[config.mk]
export PLATFORM = sky130hd
export DESIGN_NAME = rotary_quad_gen
export DESIGN_NICKNAME = d
export VERILOG_FILES = /design/src/rtl/rotary_quad_gen_pkg.sv /design/src/rtl/rotary_quad_gen_tick_timer.sv /design/src/rtl/rotary_quad_gen.sv
export SDC_FILE = /design/constraint.sdc
export NUM_CORES = 1
export LEC_CHECK = 0
export CAP_MARGIN = 30
export CORE_AREA = 2 2 95 97
export DETAILED_ROUTE_END_ITERATION = 10
export DIE_AREA = 0 0 97 99
export PLACE_DENSITY = 0.5
export SKIP_CTS_REPAIR_TIMING = 1
export SLEW_MARGIN = 20
export SYNTH_ARGS = -nofsm -noshare
export SYNTH_HDL_FRONTEND = slang
export SYNTH_SLANG_ARGS = --single-unit
[constraint.sdc]
create_clock -name Fg_clk -period 4 [get_ports Fg_clk]
set_clock_uncertainty 0.05 [all_clocks]
set_input_delay 1 -clock Fg_clk [delete_from_list [all_inputs] [get_ports Fg_clk]]
set_output_delay 1 -clock Fg_clk [all_outputs]
set_load 0.01 [all_outputs]
[src/rtl/rotary_quad_gen_pkg.sv]
// Shared definitions for the rotary-encoder emulator: FSM states,
// quadrature phase tables and the detent level.
package rotary_quad_gen_pkg;

    typedef enum logic [1:0] {
        ST_IDLE,
        ST_ROTATE,
        ST_PRESS,
        ST_GAP
    } rot_state_t;

    localparam logic [1:0] ROT_DETENT = 2'b11;

    // Phase p of a detent step lives in bits [2p+1:2p]; {A,B} per entry.
    localparam logic [7:0] CW_TABLE  = {2'b11, 2'b10, 2'b00, 2'b01};
    localparam logic [7:0] CCW_TABLE = {2'b11, 2'b01, 2'b00, 2'b10};

    function automatic logic [1:0] quad_phase(input logic dir, input logic [1:0] p);
        logic [7:0] tbl;
        tbl = dir ? CW_TABLE : CCW_TABLE;
        return tbl[{p, 1'b0} +: 2];
    endfunction

    function automatic int max_int(input int a, input int b);
        return (a > b) ? a : b;
    endfunction

endpackage

[src/rtl/rotary_quad_gen_tick_timer.sv]
// Loadable down-counter; expire is high while the count sits at zero,
// so a load of L expires on the (L+1)th edge after loading.
module tick_timer #(
    parameter int W = 8
) (
    input  logic         clk,
    input  logic         rst,
    input  logic         load,
    input  logic [W-1:0] load_val,
    output logic         expire
);

    logic [W-1:0] count_reg;

    always_ff @(posedge clk or posedge rst) begin
        if (rst) begin
            count_reg <= '0;
        end else if (load) begin
            count_reg <= load_val;
        end else if (count_reg != '0) begin
            count_reg <= count_reg - W'(1);
        end
    end

    assign expire = (count_reg == '0);

endmodule

[src/rtl/rotary_quad_gen.sv]
// Rotary-encoder emulator: turns step/press commands into quadrature A/B
// waveforms and an active-low push level, with a trailing detent gap.
module rotary_quad_gen
    import rotary_quad_gen_pkg::*;
#(
    parameter int PHASE_CYCLES = 27000,
    parameter int PRESS_CYCLES = 270000,
    parameter int CNT_W        = 8
) (
    input  logic             Fg_clk,
    input  logic             Reset,
    input  logic             Cmd_valid,
    output logic             Cmd_ready,
    input  logic             Cmd_dir,
    input  logic [CNT_W-1:0] Cmd_steps,
    input  logic             Cmd_press,
    output logic             Busy,
    output logic [CNT_W-1:0] Steps_left,
    output logic             Cmd_done,
    output logic             Rot_A,
    output logic             Rot_B,
    output logic             Rot_C
);

    localparam int TW = $clog2(max_int(PHASE_CYCLES, PRESS_CYCLES) + 1);

    // Outputs trail the state by one register stage, so phases and press
    // load N-1 while the gap loads N to absorb that extra cycle.
    localparam logic [TW-1:0] PHASE_LOAD = TW'(PHASE_CYCLES - 1);
    localparam logic [TW-1:0] PRESS_LOAD = TW'(PRESS_CYCLES - 1);
    localparam logic [TW-1:0] GAP_LOAD   = TW'(PHASE_CYCLES);

    rot_state_t       state_reg, state_next;
    logic [1:0]       phase_reg, phase_next;
    logic             dir_reg, dir_next;
    logic             press_reg, press_next;
    logic [CNT_W-1:0] steps_left_reg, steps_left_next;
    logic [1:0]       ab_reg, ab_next;
    logic             c_reg, c_next;
    logic             ready_reg, ready_next;
    logic             busy_reg, busy_next;
    logic             done_reg, done_next;

    logic             tmr_load;
    logic [TW-1:0]    tmr_val;
    logic             tmr_expire;

    tick_timer #(.W(TW)) u_timer (
        .clk      (Fg_clk),
        .rst      (Reset),
        .load     (tmr_load),
        .load_val (tmr_val),
        .expire   (tmr_expire)
    );

    always_ff @(posedge Fg_clk or posedge Reset) begin
        if (Reset) begin
            state_reg      <= ST_IDLE;
            phase_reg      <= 2'd0;
            dir_reg        <= 1'b0;
            press_reg      <= 1'b0;
            steps_left_reg <= '0;
            ab_reg         <= ROT_DETENT;
            c_reg          <= 1'b1;
            ready_reg      <= 1'b0;
            busy_reg       <= 1'b1;
            done_reg       <= 1'b0;
        end else begin
            state_reg      <= state_next;
            phase_reg      <= phase_next;
            dir_reg        <= dir_next;
            press_reg      <= press_next;
            steps_left_reg <= steps_left_next;
            ab_reg         <= ab_next;
            c_reg          <= c_next;
            ready_reg      <= ready_next;
            busy_reg       <= busy_next;
            done_reg       <= done_next;
        end
    end

    always_comb begin
        state_next      = state_reg;
        phase_next      = phase_reg;
        dir_next        = dir_reg;
        press_next      = press_reg;
        steps_left_next = steps_left_reg;
        ready_next      = 1'b0;
        done_next       = 1'b0;
        tmr_load        = 1'b0;
        tmr_val         = PHASE_LOAD;

        case (state_reg)
            ST_IDLE: begin
                ready_next = 1'b1;
                if (Cmd_valid && ready_reg) begin
                    ready_next      = 1'b0;
                    dir_next        = Cmd_dir;
                    press_next      = Cmd_press;
                    steps_left_next = Cmd_steps;
                    phase_next      = 2'd0;
                    tmr_load        = 1'b1;
                    if (Cmd_steps != '0) begin
                        state_next = ST_ROTATE;
                        tmr_val    = PHASE_LOAD;
                    end else if (Cmd_press) begin
                        state_next = ST_PRESS;
                        tmr_val    = PRESS_LOAD;
                    end else begin
                        state_next = ST_GAP;
                        tmr_val    = GAP_LOAD;
                    end
                end
            end
            ST_ROTATE: begin
                // Count the step on the edge that drives {A,B} back to detent.
                if (phase_reg == 2'd3 && ab_reg != ROT_DETENT && steps_left_reg != '0) begin
                    steps_left_next = steps_left_reg - CNT_W'(1);
                end
                if (tmr_expire) begin
                    tmr_load = 1'b1;
                    if (phase_reg == 2'd3 && steps_left_reg == '0) begin
                        if (press_reg) begin
                            state_next = ST_PRESS;
                            tmr_val    = PRESS_LOAD;
                        end else begin
                            state_next = ST_GAP;
                            tmr_val    = GAP_LOAD;
                        end
                    end else begin
                        phase_next = phase_reg + 2'd1;
                        tmr_val    = PHASE_LOAD;
                    end
                end
            end
            ST_PRESS: begin
                if (tmr_expire) begin
                    state_next = ST_GAP;
                    tmr_load   = 1'b1;
                    tmr_val    = GAP_LOAD;
                end
            end
            ST_GAP: begin
                if (tmr_expire) begin
                    state_next = ST_IDLE;
                    ready_next = 1'b1;
                    done_next  = 1'b1;
                end
            end
            default: begin
                state_next = ST_IDLE;
            end
        endcase

        busy_next = ~ready_next;
        ab_next   = (state_reg == ST_ROTATE) ? quad_phase(dir_reg, phase_reg) : ROT_DETENT;
        c_next    = (state_reg != ST_PRESS);
    end

    assign Cmd_ready  = ready_reg;
    assign Busy       = busy_reg;
    assign Cmd_done   = done_reg;
    assign Steps_left = steps_left_reg;
    assign Rot_A      = ab_reg[1];
    assign Rot_B      = ab_reg[0];
    assign Rot_C      = c_reg;

endmodule

==> results of run 1 <==
worst paths after layout:
path / startpoint / to / slack, ps / cells past startpoint
max in group asynchronous: Reset / ab_reg[1] / 2000 / 3
min in group asynchronous: Reset / u_timer.count_reg[0] / 1080 / 2
min reg2reg: u_timer.count_reg[18] / u_timer.count_reg[18] / 460 / 1
max: Cmd_steps[0] / u_timer.count_reg[10] / 1280 / 6
min: u_timer.count_reg[18] / u_timer.count_reg[18] / 460 / 1
max reg2reg: u_timer.count_reg[0] / u_timer.count_reg[14] / 1350 / 7
stage by stage:
stage / hold slack, ps / cells
4_1_cts: 467.7 / 403
2_1_floorplan: 420.0 / 267
3_3_place_gp: 455.3 / 395
5_1_grt: 497.3 / 403
3_5_place_dp: 449.8 / 395
6_report: 463.6 / 403
Yosys cell counts (all sizes together), types with 5 or more instances:
cell / n / area share, %
a21oi: 17 / 3.4
dfrtp: 35 / 35
ha: 8 / 4.0
inv: 17 / 2.5
mux2i: 6 / 2.4
nand2: 22 / 3.6
nand3: 14 / 2.8
nand4: 5 / 1.2
nor2: 18 / 2.7
nor3: 13 / 3.4
nor4: 8 / 3.3
o21ai: 15 / 3.1
xnor2: 9 / 3.1
xor2: 6 / 2.1
cells by family (layout without fill, tap and decap cells):
| group | Yosys count | count (layout) | synth area share [%] |
|---|---|---|---|
| muxes | 7 | 7 | 2.816 |
| adders and majority gates | 8 | 8 | 3.953 |
| AOI/OAI and AO/OA | 70 | 70 | 20.46 |
| and+or+nand+nor | 103 | 103 | 24.46 |
| buffers and inverters | 25 | 53 | 4.397 |
| xor gates and xnor gates | 15 | 15 | 5.188 |
| DFF | 39 | 39 | 38.74 |
metal layers:
| metal | up-vias | global-route usage, % | share of wire [%] |
|---|---|---|---|
| met1 | 1040 | 18.57 | 47 |
| met2 | 41 | 23.61 | 48 |
| met4 | 0 | 3.900 | 1.3 |
| li1 | 1040 | - | - |
| met5 | - | 0 | 0 |
| met3 | 8 | 2.199 | 3.5 |
cell type report:
| cell class | instances | share of cell area (%) |
|---|---|---|
| Clock buffer | 7 | 2.564 |
| Clock inverter | 1 | 0.1681 |
| Inverter | 17 | 2.144 |
| Multi-Input combinational cell | 203 | 48.38 |
| Sequential cell | 39 | 32.96 |
| Tap cell | 108 | 4.540 |
| Timing Repair Buffer | 28 | 9.248 |
power by group:
part	internal [mW]	leakage, nW	switching (mW)	total (mW)
clock	0.123	0.0422	0.139	0.262
sequential	0.394	0.480	0	0.394
combinational	0.0120	0.703	0.0135	0.0254
total	0.529	1.23	0.153	0.681
==> results.sh, run 1 <==
export IMPL_nets=315
export IMPL_syn_inst=267
export IMPL_h_tree_depth=2
export IMPL_via_per_inst=5.283
export IMPL_max_slew_margin_pct=50.95
export IMPL_layout_drive_gt1_share_pct=11.19
export IMPL_wl_um=6320
export IMPL_final_common_cell="dfrtp_1"
export IMPL_syn_area_per_cell_um2=9.485
export IMPL_dr_pass1_iters=4
export IMPL_rsz0062_at_grt="no"
export IMPL_fmax_ghz=0.3675
export IMPL_area_growth_pct=17.54
export IMPL_start_util_pct=29.62
export IMPL_design_area_um2=2977
export IMPL_die_h_um=99
export IMPL_yosysWarnings=0
export IMPL_crit_path_end_kind="register"
export IMPL_worst_slack_ps=1279
export IMPL_cp_slowest_cell="or4_4"
export IMPL_final_cell_mix="dfrtp_1 (35), clkdlybuf4s50_1 (26), nand2_1 (21)"
export IMPL_timing_final_crit_share_pct=68.03
export IMPL_largest_reg_flops=19
export IMPL_crit_chain="clkdlybuf4s50_1, or4_4, nor2_1, a21oi_1, mux2i_1, a21boi_1"
export IMPL_yosys_register_bits=39
export IMPL_std_cell_rows=34
export IMPL_grt_pass1_wl_um=10900
export IMPL_required_ps=4170
export IMPL_antenna_found_initial=0
export IMPL_critPathKind="in2reg"
export IMPL_clk_pin_slew_worst_paths_ps=80
export IMPL_synth_nets=288
export IMPL_detailed_place_hpwl_um=4599
export IMPL_setup_viol=0
export IMPL_first_global_vias=2155
export IMPL_synth_edf_count=0
export IMPL_clk_path_buf_depth=2
export IMPL_synth_async_reset_ratio_pct=100.0
export IMPL_wl_per_cell_um=15.68
export IMPL_max_stage_delay_ps=590
export IMPL_die_area_um2=9603
export IMPL_syn_area_um2=2532
export IMPL_clk_latency_ps=290
export IMPL_worstMarginPinSlew_ps=730.1
export IMPL_status="completed"
export IMPL_preCtsSetupSlack_ps=974.0
export IMPL_crit_arrival_ps=2890
export IMPL_seq_area_frac_synth_pct=38.74
export IMPL_drc_errors=0
export IMPL_dpl_instance_area_um2=2895
export IMPL_die_w_um=97
export IMPL_antenna_cells=0
export IMPL_grt_start_max_net_pins=24
export IMPL_antenna_left=0
export IMPL_critPathLaunchType="input pin"
export IMPL_regArea_um2=980.9
export IMPL_cts_root_buf="clkbuf_8"
export IMPL_ios=27
export IMPL_synth_cell_types=60
export IMPL_p_per_area_nw_per_um2=228.8
export IMPL_leakage_nw=1.226
export IMPL_detail_route_iter0_violations=160
export IMPL_fin_util_pct=34.81
export IMPL_path_delay_family="simple AND/OR/NAND/NOR gates"
export IMPL_n_fill_cell=879
export IMPL_finalPower_mw=0.6811
export IMPL_crit_buf_inv=1
export IMPL_fin_tns_setup_ps=0
export IMPL_synth_flop_cell="dfrtp_1"
export IMPL_irDropWorstVdd_mv=0.1046
export IMPL_vias=2129
export IMPL_cts_tree="done"
export IMPL_cts_inserted_buffers=5
export IMPL_drv_slew=0
export IMPL_final_hold_violation_count=0
export IMPL_max_cap_violations=0
export IMPL_grt_usage_pct=13.95
export IMPL_globalplace_congestion=0.7378
export IMPL_multi_input_area_um2=1440
export IMPL_numPortBuffers=26
export IMPL_clkSinkCount=39
export IMPL_core_area_um2=8551
export IMPL_min_period_ps=2721
export IMPL_crit_fanout=5
export IMPL_grt_overflow=0
export IMPL_hold_path_class="reg2reg"
Note: power is estimated with default switching activity, not from simulation.
==> run 2: changes to the inputs <==
clock period = 2.65 ns   (was 4 ns; I/O delays follow)
==> results.sh, run 2 (synthesis gave the netlist of run 1 again) <==
export IMPL_antenna_cells=0
export IMPL_dr_pass1_iters=4
export IMPL_irDropWorstVdd_mv=0.1861
export IMPL_hold_depth=1
export IMPL_max_cap_violations=0
export IMPL_dpl_instance_area_um2=3013
export IMPL_final_hold_violation_count=0
export IMPL_hold_path_class="reg2reg"
export IMPL_first_global_vias=2226
export IMPL_finalPower_mw=1.127
export IMPL_die_w_um=97
export IMPL_via_per_inst=5.223
export IMPL_path_delay_family="simple AND/OR/NAND/NOR gates"
export IMPL_antenna_found_initial=0
export IMPL_cts_inserted_buffers=5
export IMPL_leakage_nw=1.312
export IMPL_crit_chain="inv_1, ha_1, nor3b_4, and4_1, buf_4, a41o_2, o31ai_4, o22ai_1"
export IMPL_std_cell_rows=34
export IMPL_h_tree_depth=2
export IMPL_setup_viol=0
export IMPL_drc_errors=0
export IMPL_clk_latency_ps=290
export IMPL_reg2regPathDepth=8
export IMPL_design_area_um2=3119
export IMPL_worst_slack_ps=253.7
export IMPL_nets=329
export IMPL_clk_path_buf_depth=2
export IMPL_p_per_area_nw_per_um2=361.2
export IMPL_grt_pass1_wl_um=11540
export IMPL_grt_usage_pct=14.72
export IMPL_clk_pin_slew_worst_paths_ps=80
export IMPL_cp_num_cells=8
export IMPL_detail_route_iter0_violations=46
export IMPL_crit_fanout=7
export IMPL_status="completed"
export IMPL_cts_root_buf="clkbuf_8"
export IMPL_critPathKind="reg2reg"
export IMPL_antenna_left=0
export IMPL_min_period_ps=2396
export IMPL_cts_tree="done"
export IMPL_wl_per_cell_um=15.62
export IMPL_fmax_ghz=0.4173
export IMPL_start_util_pct=29.62
export IMPL_die_h_um=99
export IMPL_max_stage_delay_ps=430
export IMPL_die_area_um2=9603
export IMPL_fin_util_pct=36.48
export IMPL_preCtsSetupSlack_ps=-11.82
export IMPL_largest_reg_flops=19
export IMPL_hold_ws_ps=463.0
export IMPL_max_slew_margin_pct=55.35
export IMPL_core_area_um2=8551
export IMPL_ios=27
export IMPL_grt_start_max_net_pins=40
export IMPL_n_fill_cell=890
export IMPL_final_common_cell="dfrtp_1"
export IMPL_area_growth_pct=23.17
export IMPL_worstMarginPinSlew_ps=664.6
export IMPL_wl_um=6514
export IMPL_crit_path_end_kind="register"
export IMPL_drv_slew=0
export IMPL_numPortBuffers=26
export IMPL_vias=2178
export IMPL_final_cell_mix="dfrtp_1 (35), clkdlybuf4s50_1 (26), nand2_1 (21)"
export IMPL_cp_slowest_cell="dfrtp_1"
export IMPL_clkSinkCount=39
export IMPL_rsz0062_at_grt="no"
export IMPL_layout_drive_gt1_share_pct=15.21
export IMPL_crit_arrival_ps=2560
export IMPL_required_ps=2810
export IMPL_detailed_place_hpwl_um=4855
export IMPL_critPathLaunchType="register"
export IMPL_crit_buf_inv=2
export IMPL_grt_overflow=0
export IMPL_timing_final_crit_share_pct=90.43
export IMPL_globalplace_congestion=0.7804
==> run 2: cell types whose count changed in the layout (fill, tap and decap cells not counted), sizes merged <==
cell and delta:
buf +14, bufinv +1, clkinv -1
==> run 2: cell type report <==
| type | count | area (um2) | share of cell area [%] |
|---|---|---|---|
| clock buffer | 7 | 76.32 | 2.447 |
| clock inverter | 1 | 30.03 | 0.9627 |
| inverter | 17 | 63.81 | 2.046 |
| multi-input combinational | 203 | 1440 | 46.17 |
| sequential | 39 | 980.9 | 31.45 |
| tap | 108 | 135.1 | 4.332 |
| timing repair buffer | 42 | 392.9 | 12.60 |
==> run 2: routing by layer <==
layer | up-vias | global-route usage (%) | part of all wire, %
li1 | 1069 | - | -
met1 | 1069 | 19.75 | 47
met2 | 36 | 24.63 | 49
met3 | 4 | 2.695 | 3.2
met4 | 0 | 3.684 | 0.81
met5 | - | 0 | 0
==> run 2: through the flow <==
stage / std cells / setup TNS (ps)
finish: 417 / 0
floorplan: 267 / 0
global route: 417 / 0
global placement: 409 / 0
detailed placement: 409 / -22.83
CTS: 417 / 0
==> run 2: final timing paths <==
kind                                               to                   from  slack (ps)
worst max-delay path             u_timer.count_reg[0]   u_timer.count_reg[0]         250
worst min-delay path            u_timer.count_reg[18]  u_timer.count_reg[18]         460
worst max register to register   u_timer.count_reg[0]   u_timer.count_reg[0]         250
worst min register to register  u_timer.count_reg[18]  u_timer.count_reg[18]         460
max in group asynchronous                   ab_reg[1]                  Reset        1430
min in group asynchronous        u_timer.count_reg[7]                  Reset         750
==> run 2: where the power goes <==
group / total (mW) / switching [mW] / internal [mW]
Combinational: 0.0394 / 0.0203 / 0.0190
Sequential: 0.595 / 0 / 0.595
Clock: 0.493 / 0.211 / 0.282
Total: 1.13 / 0.231 / 0.896
==> run 2: worst reg2reg max path: stages (launching register included) <==
cell and delay, ps:
dfrtp_1 430, inv_1 80, ha_1 180, nor3b_4 350, and4_1 430, buf_4 220
a41o_2 300, o31ai_4 100, o22ai_1 170
==> run 3: changes to the inputs <==
RECOVER_POWER = 25   (was unset)
==> results.sh, run 3 (synthesis gave the netlist of run 1 again) <==
export IMPL_crit_arrival_ps=2580
export IMPL_crit_chain="inv_1, ha_1, nor3b_4, and4_1, buf_4, a41o_2, o31ai_4, o22ai_1"
export IMPL_setup_viol=0
export IMPL_reg2regPathDepth=8
export IMPL_wl_um=6521
export IMPL_layout_drive_gt1_share_pct=14.89
export IMPL_final_cell_mix="dfrtp_1 (35), clkdlybuf4s50_1 (25), nand2_1 (21)"
export IMPL_swShare_pct=20.55
export IMPL_clkSinkCount=39
export IMPL_critPathKind="reg2reg"
export IMPL_irDropWorstVdd_mv=0.1871
export IMPL_detail_route_iter0_violations=46
export IMPL_cts_inserted_buffers=5
export IMPL_max_slew_margin_pct=31.70
export IMPL_h_tree_depth=2
export IMPL_max_stage_delay_ps=430
export IMPL_cp_slowest_cell="dfrtp_1"
export IMPL_crit_fanout=7
export IMPL_min_period_ps=2414
export IMPL_dr_pass1_iters=4
export IMPL_r2r_setup_slack_ps=240
export IMPL_grt_usage_pct=14.72
export IMPL_via_per_inst=5.221
export IMPL_detailed_place_hpwl_um=4855
export IMPL_wl_per_cell_um=15.64
export IMPL_pwr_share_seq_pct=52.8
export IMPL_std_cell_rows=34
export IMPL_nets=329
export IMPL_critPathLaunchType="register"
export IMPL_ios=27
export IMPL_clk_path_buf_depth=2
export IMPL_die_h_um=99
export IMPL_grt_start_max_net_pins=40
export IMPL_pwr_share_clk_pct=43.8
export IMPL_leakage_nw=1.308
export IMPL_cts_root_buf="clkbuf_8"
export IMPL_globalplace_congestion=0.7804
export IMPL_clk_pin_slew_worst_paths_ps=80
export IMPL_clk_latency_ps=290
export IMPL_core_area_um2=8551
export IMPL_drv_slew=0
export IMPL_p_switching_mw=0.2316
export IMPL_timing_final_crit_share_pct=91.10
export IMPL_crit_path_end_kind="register"
export IMPL_p_per_area_nw_per_um2=361.9
export IMPL_final_common_cell="dfrtp_1"
export IMPL_first_global_vias=2226
export IMPL_worstMarginPinSlew_ps=1024
export IMPL_antenna_left=0
export IMPL_hold_depth=1
export IMPL_power_internal_mw=0.8951
export IMPL_finalPower_mw=1.127
export IMPL_hold_path_class="reg2reg"
export IMPL_grt_pass1_wl_um=11540
export IMPL_antenna_cells=0
export IMPL_numPortBuffers=26
export IMPL_grt_overflow=0
export IMPL_antenna_found_initial=0
export IMPL_die_area_um2=9603
export IMPL_final_hold_violation_count=0
export IMPL_start_util_pct=29.62
export IMPL_cts_tree="done"
export IMPL_timing_rr_end="u_timer.count_reg[0]"
export IMPL_max_cap_violations=0
export IMPL_status="completed"
export IMPL_timing_rr_start="u_timer.count_reg[0]"
export IMPL_hold_end="u_timer.count_reg[18]"
export IMPL_hold_start="u_timer.count_reg[18]"
export IMPL_fmax_ghz=0.4142
export IMPL_combPwrFrac_pct=3.4
export IMPL_rsz0062_at_grt="no"
export IMPL_hold_ws_ps=463.0
export IMPL_drc_errors=0
export IMPL_n_fill_cell=890
export IMPL_required_ps=2820
export IMPL_largest_reg_flops=19
export IMPL_die_w_um=97
export IMPL_area_growth_pct=22.93
export IMPL_vias=2177
-- run 3: critical path: cells and delay by family, from the launching register on --
kind,cells,cell delay (ps)
AOI/OAI and AO/OA,3,590
adders and majority gates,1,180
buffers and inverters,2,300
DFF,1,430
and+or+nand+nor,2,780
-- run 3: worst max-delay path by stage --
stage	startpoint	to	slack (ps)	cells past startpoint
2_1_floorplan	Cmd_steps[4]	u_timer.count_reg[0]	500	4
3_3_place_gp	Cmd_steps[4]	u_timer.count_reg[8]	20	6
3_5_place_dp	Cmd_steps[4]	u_timer.count_reg[0]	-10	5
4_1_cts	u_timer.count_reg[0]	u_timer.count_reg[0]	250	8
5_1_grt	u_timer.count_reg[0]	u_timer.count_reg[0]	110	8
6_report	u_timer.count_reg[0]	u_timer.count_reg[0]	240	8
-- run 3: layout make-up --
cell class | count | area (um2) | area share, %
clock buffers | 7 | 76.32 | 2.452
well taps | 108 | 135.1 | 4.341
multi-input cells | 203 | 1440 | 46.26
repair buffers | 42 | 386.6 | 12.42
inverters | 17 | 63.81 | 2.050
flip-flops and latches | 39 | 980.9 | 31.51
clock inverters | 1 | 30.03 | 0.9646
-- run 3: layer usage --
metal  part of all wire, %  global-route usage [%]
met5                     0                       0
met3                   3.2                   2.695
met1                    47                   19.75
met2                    49                   24.63
met4                  0.81                   3.684
-- run 3: power by group through the flow --
stage / sequential (mW) / combinational [mW] / clock, mW
after CTS: 0.595 / 0.0410 / 0.512
after detailed placement: 0.606 / 0.0409 / 0
after global routing: 0.595 / 0.0436 / 0.545
final: 0.595 / 0.0386 / 0.493
after global placement: 0.606 / 0.0404 / 0
after floorplan: 0.606 / 0.0113 / 0
-- run 3: per-stage QoR --
step                area (um2)  utilization (%)  setup WS (ps)  instances  TNS [ps]
detailed placement        3013            35.24         -11.82        409    -22.83
floorplan                 2532                -          503.7        267         0
global route              3113            36.41          110.7        417         0
CTS                       3119            36.48          250.0        417         0
global placement          3013            35.24          24.92        409         0
finish                    3113            36.41          236.0        417         0
